**config.mk**
```make
export PLATFORM = sky130hd
export DESIGN_NAME = seq_divider64
export DESIGN_NICKNAME = d
export VERILOG_FILES = /design/src/rtl/seq_divider64.sv
export SDC_FILE = /design/constraint.sdc
export NUM_CORES = 1
export LEC_CHECK = 0
export ABC_AREA = 1
export BUFFER_PORTS_ARGS = -buffer_cell sky130_fd_sc_hd__buf_2
export CELL_PAD_IN_SITES_DETAIL_PLACEMENT = 0
export CELL_PAD_IN_SITES_GLOBAL_PLACEMENT = 2
export CORE_AREA = 2 2 210 366
export CTS_BUF_LIST = sky130_fd_sc_hd__clkbuf_16
export DETAILED_ROUTE_END_ITERATION = 12
export DIE_AREA = 0 0 212 368
export PLACE_DENSITY = 0.83
export SLEW_MARGIN = 20
export SYNTH_ARGS = -nofsm -noshare
export SYNTH_HDL_FRONTEND = slang
export SYNTH_SLANG_ARGS = --single-unit
export TNS_END_PERCENT = 1
```
**constraint.sdc**
```tcl
create_clock -name clk -period 2.3 [get_ports clk]
set_clock_uncertainty 0.1 [all_clocks]
set_input_delay 0.345 -clock clk [delete_from_list [all_inputs] [get_ports clk]]
set_output_delay 0.345 -clock clk [all_outputs]
set_load 0.03 [all_outputs]
```
**src/rtl/seq_divider64.sv**
```systemverilog
// 64-bit unsigned restoring divider, one quotient bit per clock.
// Divide-by-zero short-circuits straight to DONE with all-ones quotient.
module seq_divider64 (
    input  logic        clk,
    input  logic        reset,
    input  logic        start,
    input  logic [63:0] dividend,
    input  logic [63:0] divisor,
    output logic        busy,
    output logic        done,
    output logic [63:0] quotient,
    output logic [63:0] remainder,
    output logic        div_zero,
    output logic        zero,
    output logic        negative
);

    typedef enum logic [1:0] {StIdle, StRun, StDone} state_e;

    state_e      state_q;
    logic [63:0] dvsr_q;
    logic [63:0] rem_q;
    logic [63:0] quo_q;
    logic [6:0]  cnt_q;

    logic [64:0] sh_rem;
    logic [65:0] trial;
    logic        fits;
    logic [63:0] rem_nxt;
    logic [63:0] quo_nxt;

    // rem < divisor always holds, so a successful trial fits back in 64 bits.
    always_comb begin
        sh_rem  = {rem_q, quo_q[63]};
        trial   = {1'b0, sh_rem} - {2'b00, dvsr_q};
        fits    = ~trial[65];
        rem_nxt = fits ? trial[63:0] : sh_rem[63:0];
        quo_nxt = {quo_q[62:0], fits};
    end

    always_ff @(posedge clk) begin
        if (!reset) begin
            state_q   <= StIdle;
            dvsr_q    <= '0;
            rem_q     <= '0;
            quo_q     <= '0;
            cnt_q     <= '0;
            busy      <= 1'b0;
            done      <= 1'b0;
            quotient  <= '0;
            remainder <= '0;
            div_zero  <= 1'b0;
        end else begin
            case (state_q)
                StIdle, StDone: begin
                    done    <= 1'b0;
                    state_q <= StIdle;
                    if (start) begin
                        dvsr_q <= divisor;
                        quo_q  <= dividend;
                        rem_q  <= '0;
                        cnt_q  <= '0;
                        if (divisor == '0) begin
                            state_q   <= StDone;
                            done      <= 1'b1;
                            quotient  <= '1;
                            remainder <= dividend;
                            div_zero  <= 1'b1;
                        end else begin
                            state_q <= StRun;
                            busy    <= 1'b1;
                        end
                    end
                end
                StRun: begin
                    rem_q <= rem_nxt;
                    quo_q <= quo_nxt;
                    cnt_q <= cnt_q + 7'd1;
                    if (cnt_q == 7'd63) begin
                        state_q   <= StDone;
                        busy      <= 1'b0;
                        done      <= 1'b1;
                        quotient  <= quo_nxt;
                        remainder <= rem_nxt;
                        div_zero  <= 1'b0;
                    end
                end
                default: begin
                    state_q <= StIdle;
                    busy    <= 1'b0;
                    done    <= 1'b0;
                end
            endcase
        end
    end

    assign zero     = (quotient == '0);
    assign negative = quotient[63];

endmodule

```
==> results.py <==
metrics = {
    "timing": {
        "period_needed_ns": 2.49,
        "finalCritPeriodShare_pct": 108,
        "fmax_ghz": 0.401,
        "max-slew-margin-rel_pct": 54.2,
        "setup_viol": 131,
        "grt_setup_unrepaired": "yes",
        "worst_pin_slew_ns": 0.687,
        "hold_viol_final": 0,
        "drv_slew": 0,
        "setup_ws_ns": -0.194,
    },
    "global_routing": {
        "grt_usage_pct": 22.8,
        "grt_max_degree": 162,
        "grt_pass1_vias": 23100,
        "overflow": 0,
        "antenna_found_initial": 1,
        "grt_pass1_wl_mm": 135,
    },
    "floorplan": {
        "fp.dieH_um": 368,
        "fp.coreArea_sq_um": 75100,
        "io_pins": 264,
        "start_util_pct": 27.7,
        "die_area_sq_um": 78000,
        "num_rows": 133,
        "die_w_um": 212,
    },
    "finish": {
        "final_cell_count_no_fill": 5274,
        "fillers": 8276,
        "layout-drive-gt1-share_pct": 32.8,
        "diodes": 0,
        "regArea_sq_um": 6650,
        "finalNetCount": 4433,
        "fin_util_pct": 41.4,
        "final_cell_mix": "nand2_1 (808), inv_1 (682), buf_4 (583)",
        "multi_input_area_sq_um": 12600,
        "mostFrequentLayoutCell": "nand2_1",
        "syn_to_final_growth_pct": 49.1,
    },
    "synth": {
        "synth_flop_cell": "dfxtp_1",
        "synth_top_cell_by_area": "dfxtp_1",
        "ys_warn_count": 0,
        "syn-instance-count": 3431,
        "async_flop_share_pct": 0,
        "ys_types": 43,
        "seq_area_frac_synth_pct": 31.8,
        "avgSynthCellArea_sq_um": 6.07,
        "synth_seq_cells": 331,
        "synthTopCellsByArea": "dfxtp_1 (32%), nand2_1 (17%), inv_1 (13%), o21ai_0 (5.9%), nor2_1 (4.9%)",
        "yosysTopAreaCellShare_pct": 31.8,
        "synth_enable_flop_cells": 0,
        "synth_fp_nets": 3628,
        "syn_area_sq_um": 20800,
    },
    "critical_path": {
        "cp_top_family": "simple AND/OR/NAND/NOR gates",
        "path_buf_inv": 4,
        "cp-startpoint": "quo_q[63]$_SDFFE_PN0P_",
        "critPathKind": "register to register",
        "start_kind": "register",
        "slowest_stage": "fa_2",
        "crit_fanout": 4,
        "cp-end-kind": "register",
        "r2r.worst_path.cells": 20,
        "worstReg2RegStart": "quo_q[63]$_SDFFE_PN0P_",
        "slowest_delay_ns": 0.39,
        "cp_data_arrival_time_ns": 2.86,
        "critical_path.cell_chain": "inv_2 -> ha_4 -> inv_2 -> fa_2 -> nand2_1 -> inv_2 -> nand2_2 -> nand2_4 -> nand2_2 -> nand2_4 -> nand2_2 -> nand2_4 -> nand3b_1 -> nand3_2 -> nand2_2 -> nand2_4 -> nand2_4 -> nand3_2 -> nand2_2 -> inv_2",
        "required_ns": 2.66,
        "reg2reg_to": "rem_q[44]$_SDFFE_PN0P_",
        "ff2ff_setup_slack_ns": -0.19,
    },
    "min_path": {
        "min_from": "divisor[1]",
        "hold-path-endpoint": "dvsr_q[1]$_SDFFE_PN0P_",
        "hold-path-cell-count": 3,
        "worstHoldPathType": "primary input to register",
    },
    "routing": {
        "met1_length_mm": 37.9,
        "drtAntennaViolNets": 0,
        "drt_iter0_markers": 1174,
        "vias": 23700,
        "met3WireLength_mm": 3.25,
        "viasPerCell": 4.49,
        "top_layer": "met5",
        "wl_met2_mm": 46.0,
        "wl_per_cell_um": 17.3,
        "dr.pass1.iters": 5,
        "drcViolationCount": 0,
        "drt-total-wl_mm": 91.1,
    },
    "power_and_ir_drop": {
        "p_leak_nw": 17.3,
        "power.density_nw_per_um2": 549,
        "power.total_mw": 17.0,
        "vdd_drop_max_v": 0.000544,
    },
    "clock_network": {
        "cts_tree": "done",
        "cts.reportedPaths.clkPinSlew_ns": 0.06,
        "clk_latency_ns": 0.58,
        "cts.path.max_buffers": 3,
        "cts_buffers": 36,
        "root_buffer": "clkbuf_16",
        "htree_levels": 2,
        "clock_sinks": 331,
    },
    "place": {
        "hpwl_mm": 71.9,
        "port_buffers": 263,
        "place_inst": 5146,
        "place_congestion": 0.930,
    },
    "status": {
        "failed_checks": "negative setup slack",
        "outcome": "finished with violations",
    },
    "flow_run": {
        "maxCapViolCount": 0,
    },
}
flip-flops by register name (all words and copies together), names as in the netlist, 7 cells and up:
register	flops
dvsr_q	64
quo_q	64
quotient	64
rem_q	64
remainder	64
cnt_q	7
metrics by stage:
| stage | worst slack, ns | instance area [sq um] | TNS, ns | hold slack [ns] |
|---|---|---|---|---|
| final | -0.194 | 31000 | -17.51 | 0.0298 |
| after global routing | -0.336 | 31000 | -38.05 | 0.0414 |
| after CTS | -0.195 | 30200 | -20.12 | 0.00490 |
| after detailed placement | -0.875 | 27400 | -122.79 | 0.355 |
| after global placement | -0.897 | 27400 | -119.60 | 0.347 |
| after floorplan | 0.0389 | 20800 | 0 | 0.335 |
routing by layer:
layer | track usage [%] | vias to the layer above
met1 | 26.6 | 10800
met2 | 42.0 | 512
met5 | 0 | -
li1 | - | 12200
met4 | 9.56 | 2
met3 | 2.23 | 148
synthesized netlist by cell type, drive strengths merged (27+ instances only):
master  number
nor4        27
buf         48
nand2      970
inv        729
dfxtp      331
clkbuf      96
o21bai      41
a21oi      164
o21ai      245
nand3      203
o211ai      33
ha          65
nand4       84
xor2        28
nor2       283
or2         29
what timing repair did:
item | in CTS | in global routing
buffers inserted | 27 | 7
endpoints found under the setup margin | 195 | 170
cloned | 1 | 4
resized for setup | 273 | 179
pin swaps | 64 | 56
hold endpoints to repair | 27 | 0
hold buffers | 27 | 0
how the worst max path moves through the flow:
stage                                      end  slack (ns)  depth (start not counted)
floorplan                                 zero        0.04                          3
detailed placement  remainder[25]$_SDFFE_PN0P_       -0.87                         16
CTS                     rem_q[44]$_SDFFE_PN0P_       -0.20                         21
finish                  rem_q[44]$_SDFFE_PN0P_       -0.19                         20
global route            rem_q[43]$_SDFFE_PN0P_       -0.34                         20
global placement    remainder[25]$_SDFFE_PN0P_       -0.90                         16
cell type report:
type,instances,share of cell area (%)
multi-input combinational,2226,40.7
timing repair buffer,911,21.4
sequential,331,21.4
inverter,730,8.87
tap,1012,4.08
clock buffer,36,2.90
clock inverter,28,0.633
kinds of logic (layout without fill, tap and decap cells):
logic type	Yosys count	count (layout)	share of synthesized area, %
xor gates and xnor gates	30	30	1.26
DFF	331	331	31.8
buffers and inverters	874	1705	16.2
AOI/OAI and AO/OA	510	510	13.5
and+or+nand+nor	1620	1620	33.2
adders and majority gates	66	66	4.00
power breakdown:
group | total, mW | internal [mW] | switching [mW]
combinational | 4.95 | 1.99 | 2.96
clock | 5.72 | 3.09 | 2.63
sequential | 6.36 | 6.12 | 0.243
total | 17.0 | 11.2 | 5.83
worst reg2reg max path, delay by kind of cell, from the launching register on:
kind	cells	cell delay (ns)
buffers and inverters	4	0.19
adder cells (fa/ha/maj)	2	0.51
flip-flops	1	0.32
AND/OR/NAND/NOR	14	1.28
No activity file was read; power rests on OpenSTA's default activity.
